[config.mk]
export PLATFORM = sky130hd
export DESIGN_NAME = data_mem_arbiter
export DESIGN_NICKNAME = d
export VERILOG_FILES = /design/src/rtl/data_mem_arbiter.sv
export SDC_FILE = /design/constraint.sdc
export NUM_CORES = 1
export LEC_CHECK = 0
export CORE_UTILIZATION = 35
export DETAILED_ROUTE_END_ITERATION = 16
export MAX_ROUTING_LAYER = met4
export PLACE_DENSITY_LB_ADDON = 0.15
export SYNTH_ARGS = -nofsm -noshare
export SYNTH_HDL_FRONTEND = slang
export SYNTH_SLANG_ARGS = --single-unit
export TNS_END_PERCENT = 30
[constraint.sdc]
create_clock -name clock -period 2 [get_ports clock]
set_input_delay 0.4 -clock clock [delete_from_list [all_inputs] [get_ports clock]]
set_output_delay 0.4 -clock clock [all_outputs]
set_load 0.01 [all_outputs]
[src/rtl/data_mem_arbiter.sv]
// Round-robin arbiter sharing one single-port synchronous RAM between the CPU
// load/store path and the debug/loader port; one access per IDLE->ISSUE->CAPTURE pass.
module data_mem_arbiter #(
    parameter int unsigned ADDR_W = 5,
    parameter int unsigned DATA_W = 8
) (
    input  logic              clock,
    input  logic              reset,

    input  logic              cpu_req_i,
    input  logic              cpu_we_i,
    input  logic [ADDR_W-1:0] cpu_addr_i,
    input  logic [DATA_W-1:0] cpu_wdata_i,
    output logic              cpu_ack_o,
    output logic [DATA_W-1:0] cpu_rdata_o,
    output logic              cpu_busy_o,

    input  logic              dbg_req_i,
    input  logic              dbg_we_i,
    input  logic [ADDR_W-1:0] dbg_addr_i,
    input  logic [DATA_W-1:0] dbg_wdata_i,
    output logic              dbg_ack_o,
    output logic [DATA_W-1:0] dbg_rdata_o,

    output logic              mem_en_o,
    output logic              mem_we_o,
    output logic [ADDR_W-1:0] mem_addr_o,
    output logic [DATA_W-1:0] mem_wdata_o,
    input  logic [DATA_W-1:0] mem_rdata_i,

    output logic              gnt_cpu_o,
    output logic              gnt_dbg_o,
    output logic [7:0]        conflict_cnt_o
);

    typedef enum logic [1:0] {StIdle, StIssue, StCapture} state_e;

    state_e              state_q;
    logic                mem_en_q, mem_we_q, op_we_q;
    logic [ADDR_W-1:0]   mem_addr_q;
    logic [DATA_W-1:0]   mem_wdata_q;
    logic                cpu_ack_q, dbg_ack_q;
    logic [DATA_W-1:0]   cpu_rdata_q, dbg_rdata_q;
    logic                gnt_cpu_q, gnt_dbg_q;
    logic                last_cpu_q;
    logic [7:0]          conflict_cnt_q;

    logic cpu_eff, dbg_eff, win_cpu, contended;

    // A port is masked during its own ack so a still-high req is not re-granted.
    always_comb begin
        cpu_eff   = cpu_req_i & ~cpu_ack_q;
        dbg_eff   = dbg_req_i & ~dbg_ack_q;
        contended = cpu_eff & dbg_eff;
        win_cpu   = cpu_eff & (~dbg_eff | ~last_cpu_q);
    end

    always_ff @(posedge clock or posedge reset) begin
        if (reset) begin
            state_q        <= StIdle;
            mem_en_q       <= 1'b0;
            mem_we_q       <= 1'b0;
            op_we_q        <= 1'b0;
            mem_addr_q     <= '0;
            mem_wdata_q    <= '0;
            cpu_ack_q      <= 1'b0;
            dbg_ack_q      <= 1'b0;
            cpu_rdata_q    <= '0;
            dbg_rdata_q    <= '0;
            gnt_cpu_q      <= 1'b0;
            gnt_dbg_q      <= 1'b0;
            last_cpu_q     <= 1'b0;
            conflict_cnt_q <= '0;
        end else begin
            cpu_ack_q <= 1'b0;
            dbg_ack_q <= 1'b0;
            unique case (state_q)
                StIdle: begin
                    if (cpu_eff || dbg_eff) begin
                        mem_en_q    <= 1'b1;
                        mem_we_q    <= win_cpu ? cpu_we_i    : dbg_we_i;
                        op_we_q     <= win_cpu ? cpu_we_i    : dbg_we_i;
                        mem_addr_q  <= win_cpu ? cpu_addr_i  : dbg_addr_i;
                        mem_wdata_q <= win_cpu ? cpu_wdata_i : dbg_wdata_i;
                        gnt_cpu_q   <= win_cpu;
                        gnt_dbg_q   <= ~win_cpu;
                        last_cpu_q  <= win_cpu;
                        state_q     <= StIssue;
                        if (contended && conflict_cnt_q != 8'hFF) begin
                            conflict_cnt_q <= conflict_cnt_q + 8'd1;
                        end
                    end
                end
                StIssue: begin
                    mem_en_q <= 1'b0;
                    mem_we_q <= 1'b0;
                    state_q  <= StCapture;
                end
                StCapture: begin
                    if (gnt_cpu_q) begin
                        cpu_ack_q <= 1'b1;
                        if (!op_we_q) cpu_rdata_q <= mem_rdata_i;
                    end
                    if (gnt_dbg_q) begin
                        dbg_ack_q <= 1'b1;
                        if (!op_we_q) dbg_rdata_q <= mem_rdata_i;
                    end
                    gnt_cpu_q <= 1'b0;
                    gnt_dbg_q <= 1'b0;
                    state_q   <= StIdle;
                end
                default: state_q <= StIdle;
            endcase
        end
    end

    assign cpu_busy_o     = cpu_req_i & ~cpu_ack_q;
    assign cpu_ack_o      = cpu_ack_q;
    assign cpu_rdata_o    = cpu_rdata_q;
    assign dbg_ack_o      = dbg_ack_q;
    assign dbg_rdata_o    = dbg_rdata_q;
    assign mem_en_o       = mem_en_q;
    assign mem_we_o       = mem_we_q;
    assign mem_addr_o     = mem_addr_q;
    assign mem_wdata_o    = mem_wdata_q;
    assign gnt_cpu_o      = gnt_cpu_q;
    assign gnt_dbg_o      = gnt_dbg_q;
    assign conflict_cnt_o = conflict_cnt_q;

endmodule

## Word-level counts from Yosys, hierarchy flattened

Cells that the tools add are included.

| word-level totals | value |
|---|---|
| bits in registers | 47 |
| input port bits | 40 |
| output and inout port bits | 44 |
| word-level logic and storage cells | 58 |

| cells by class | value |
|---|---|
| add/sub/neg operators | 1 |
| eq/ne operators | 4 |
| muxes and demuxes | 17 |
| bitwise gates (word level) | 11 |
| reductions and logical operators | 11 |

Operators with widths:

| operator | count |
|---|---|
| two-way mux 1 bit | 9 |
| AND reduction 3 bit | 3 |
| adder 8 x 1 -> 8 bit (second input constant) | 1 |
| two-way mux 8 bit | 1 |
| != test 8 bit (second input constant) | 1 |
| case mux 1 bit (2 select lines) | 4 |
| inverter 1 bit | 6 |
| AND reduction 2 bit | 3 |
| two-way mux 5 bit | 1 |
| AND 1 bit | 4 |
| case mux 2 bit (2 select lines) | 1 |
| nonzero test 2 bit | 2 |
| equality test 2 x 1 -> 1 bit (second input constant) | 1 |
| equality test 2 bit (second input constant) | 1 |
| zero test 2 bit | 1 |
| two-way mux 2 bit | 1 |
| != test 2 bit (second input constant) | 1 |
| logical AND 1 bit | 1 |
| logical OR 1 bit | 1 |
| OR 1 bit | 1 |

## Depth between registers and ports, before layout

| depth | value |
|---|---|
| depth after elaboration | 8 |
| depth in mapped cells | 6 |

## Worst setup path before layout

OpenSTA, ideal clock, no wires.

| timing | value |
|---|---|
| path kind | reg-to-reg |
| start point | register cpu_ack_q, in the netlist cpu_ack_o |
| end point | register conflict_cnt_q[6], in the netlist conflict_cnt_o[6] |
| library setup time | 0.125 ns |
| data arrival time | 1.328 ns |
| data required time | 1.875 ns |
| slack | 0.547 ns |
| cell stages (with the launch flop) | 6 |
| cells stage by stage | dfrtp_1 nand2b_1 inv_1 and4_1 nand2_1 mux2_4 |

| on the way | value |
|---|---|
| longest elaborated chain between the ends | 5 |
| elaborated cells between the ends (all ways) | 6 |
| classes of those cells | 3 x bitwise; 3 x reduce/logical |

RTL lines:

| what | line | RTL |
|---|---|---|
| start: declaration | 42 | `logic cpu_ack_q, dbg_ack_q;` |
| start signal: assignment | 66 | `cpu_ack_q <= 1'b0;` |
| start signal: assignment | 75 | `cpu_ack_q <= 1'b0;` |
| start signal: assignment | 101 | `cpu_ack_q <= 1'b1;` |
| inverter 1 bit * | - |  |
| AND 1 bit * | - |  |
| named net cpu_busy_o | 16 | `output logic cpu_busy_o,` |
| AND 1 bit | 54 | `contended = cpu_eff & dbg_eff;` |
| logical AND 1 bit | 89 | `if (contended && conflict_cnt_q != 8'hFF) begin` |
| AND reduction 3 bit (no line) * | - |  |
| end signal: assignment | 90 | `conflict_cnt_q <= conflict_cnt_q + 8'd1;` |
| end: declaration | 46 | `logic [7:0] conflict_cnt_q;` |

The timed path passes the listed nets; every way through them passes the cells marked *.
A chain may end at the register's enable or synchronous reset.

## Worst setup path after layout

| timing | value |
|---|---|
| start point | register dbg_ack_q, in the netlist dbg_ack_o |
| end point | output port dbg_ack_o |

RTL lines:

| what | line | RTL |
|---|---|---|
| start: declaration | 42 |  |
| start signal: assignment | 67 | `dbg_ack_q <= 1'b0;` |
| start signal: assignment | 76 | `dbg_ack_q <= 1'b0;` |
| start signal: assignment | 105 | `dbg_ack_q <= 1'b1;` |
| end: declaration | 22 | `output logic dbg_ack_o,` |

No word-level cell between the ends.

==> results.toml <==
[worst_setup_path]
reg2reg_from = "state_q[1]"
critPathSlowestCell = "clkdlybuf4s50_1"
endpoint_kind = "primary output"
r2r_cells = 4
critPathArrivalTime_ns = 1.31
path_cells = "clkdlybuf4s50_1"
cp_top_family = "buffers and inverters"
r2r_slack_ns = 0.39
reg2reg_to = "cpu_rdata_o[0]"
crit_type = "reg -> out"
startpoint = "dbg_ack_o"
max_stage_delay_ns = 0.57
cp_max_fo = 3
required_ns = 1.60
critical_path_buf_inv_count = 1
crit_path_start_kind = "register"

[pwr]
vdd_drop_max_mv = 0.569
p_leak_nw = 1.41
power_mw = 4.38
p_per_area_mw_per_mm2 = 1390

[detailed_routing]
wl_per_cell_um = 12.7
drtIter0Drc = 29
ant_nets = 0
via_per_inst = 4.64
wirelength_um = 4160
routed-via-count = 1528
firstDrtPassIters = 4
drc_errors = 0

[sta]
hold_viol_final = 0
max_slew_margin_pct = 81.5
rsz0062_at_grt = "false"
maxSlewViolCount = 0
finalSetupTns_ns = 0
tightest_slew_ns = 0.277
period_needed_ns = 1.71
fin_crit_sh_pct = 85.5
finClkSkew_ns = 0.00966
setup_viol = 0
fmax_ghz = 0.585

[placed_design]
placed_area_mm2 = 0.00300
gp_congestion = 0.755
port_buffers = 83
dp.cells = 321
dp_hpwl_um = 3210

[logic_synthesis]
yosys.area.top_type = "dfrtp_1"
synth_edf_count = 0
yosysSeqAreaShare_pct = 57.3
synth_top_area_share_pct = 57.3
synth_most_common_cell = "dfrtp_1"
synth_common_cells = "dfrtp_1 (47), nand2_1 (19), mux2_1 (17), o21ai_1 (17), mux2i_1 (15)"
synth_area_leaders = "dfrtp_1 (57%), mux2_1 (9.3%), mux2i_1 (7.3%)"
synth_seq_cells = 47
syn-num-nets = 205
yosysWarnings = 0
ys.flop_type = "dfrtp_1"
syn_avg_cell_area_um2 = 12.5
async_reset_ff_share_pct = 100
synth.distinct_cells = 33
syn-cell-area_mm2 = 0.00205
postSynthCellCount = 164

[die]
ios = 84
die_area_mm2 = 0.00617
initial_core_util_pct = 36.8
std_cell_rows = 27
die-width_um = 78.6
die_y_um = 78.6
core_area_mm2 = 0.00557

[cells_and_area]
fill_cells = 498
drive_gt1_share_pct = 10.9
area_delta_synth_final_pct = 53.0
antenna_cells = 0
stdcell_count = 329
fin_nets = 297
post-route-cell-area_mm2 = 0.00314

[grt]
grt_max_degree = 48
grt-ovfl-total = 0
grt_usage_pct = 15.2
grt_pass1_wl_um = 6950
grt_pass1_vias = 1507
antenna_found_initial = 0

[clocking]
clock_path_buffers = 2
cts_made_buffers = 5
numClockSinks = 47
path_clk_slew_ns = 0.08
cts_tree = "done"
ctsHoldBuffers = 0
h-tree-depth = 2
root_buffer = "clkbuf_8"
insertion_delay_ns = 0.30

[job]
drv_cap = 0

[outcome]
status = "finished clean"

[worst_hold_path]
hold_path.class = "in -> async"
[worst register-to-register path: stages, from the launching register on]
cell and delay, ns:
dfrtp_1 0.43, nor2b_2 0.25, and2_4 0.17, nor2b_4 0.29, mux2_1 0.36
[what timing repair did]
item,4_1_cts,5_1_grt
endpoints found under the setup margin,0,1
setup buffers,0,0
gates resized for setup,0,1
[registers in the layout, indices dropped and copies added (netlist names), 2 cells and up]
| signal | count |
|---|---|
| mem_wdata_o | 8 |
| cpu_rdata_o | 8 |
| dbg_rdata_o | 8 |
| state_q | 2 |
| conflict_cnt_o | 8 |
| mem_addr_o | 5 |
[cell type report]
type	count	area [um2]	share of cell area, %
clock buffers	6	72.6	2.31
flip-flops and latches	47	1180	37.5
repair buffers	91	906	28.9
clock inverters	2	60.1	1.91
multi-input cells	106	816	26.0
inverters	5	18.8	0.598
well taps	72	90.1	2.87
[through the flow]
| step | setup WS, ns | utilization [%] | hold slack (ns) |
|---|---|---|---|
| 3_3_place_gp | 0.0770 | 53.9 | 0.462 |
| 2_1_floorplan | 0.484 | - | 0.511 |
| 4_1_cts | 0.0682 | 56.3 | 0.456 |
| 6_report | 0.289 | 56.3 | 0.450 |
| 5_1_grt | 0.236 | 56.3 | 0.470 |
| 3_5_place_dp | 0.0633 | 53.9 | 0.473 |
[cells by family (layout without fill, tap and decap cells)]
logic type | after synthesis | in the layout | share of synthesized area [%]
AO/OA/AOI/OAI | 24 | 24 | 6.59
XOR/XNOR | 4 | 4 | 1.71
adder cells (fa/ha/maj) | 1 | 1 | 0.610
buffers and inverters | 11 | 104 | 2.93
flip-flops | 47 | 47 | 57.3
multiplexers | 33 | 33 | 17.4
AND/OR/NAND/NOR | 44 | 44 | 13.5
[routing by layer]
layer  track usage, %  vias to the layer above  share of wire, %
li1                 -                      750                 -
met1             19.0                      713                44
met2             21.9                       61                46
met3             5.81                        4               9.3
met4             6.67                        0               1.5
met5                -                        -                 0
[worst max path at each step]
stage / endpoint / slack [ns] / depth (start not counted)
floorplan: conflict_cnt_o[0] / 0.48 / 1
global placement: cpu_busy_o / 0.08 / 4
detailed placement: cpu_busy_o / 0.06 / 4
CTS: cpu_busy_o / 0.07 / 4
global route: dbg_ack_o / 0.24 / 1
finish: dbg_ack_o / 0.29 / 1
[placed cells by master (no fill, tap or decap)]
| cell | instances |
|---|---|
| clkdlybuf4s50_1 | 82 |
| dfrtp_1 | 47 |
| nand2_1 | 19 |
| mux2_1 | 17 |
| o21ai_1 | 17 |
| mux2i_1 | 15 |
| buf_4 | 7 |
| nand3_1 | 5 |
| clkbuf_8 | 5 |
| nand2b_1 | 3 |
| inv_1 | 3 |
| a21oi_1 | 3 |
| and2_4 | 2 |
| nor2b_4 | 2 |
| inv_2 | 2 |
| and3_1 | 2 |
| xor2_1 | 2 |
| nor2_1 | 2 |
| xnor2_1 | 2 |
| o21ai_0 | 2 |
| bufinv_16 | 2 |
| nor2b_2 | 1 |
| nand2b_4 | 1 |
| a211o_1 | 1 |
| nor4b_4 | 1 |
| nand4_1 | 1 |
| nor3b_2 | 1 |
| o21ai_4 | 1 |
| or2_1 | 1 |
| and2_1 | 1 |
| and4_1 | 1 |
| nor3_2 | 1 |
| mux2_4 | 1 |
| ha_1 | 1 |
| clkbuf_1 | 1 |
| dlymetal6s2s_1 | 1 |
| buf_12 | 1 |
[power by group]
| group | leakage [nW] | internal, mW | switching [mW] | total (mW) |
|---|---|---|---|---|
| registers | 0.587 | 1.37 | 0.277 | 1.65 |
| clock network | 0.0654 | 0.499 | 0.309 | 0.808 |
| logic | 0.756 | 1.13 | 0.792 | 1.92 |
| total | 1.41 | 3.00 | 1.38 | 4.38 |
Power figures use the tool's default switching activity.
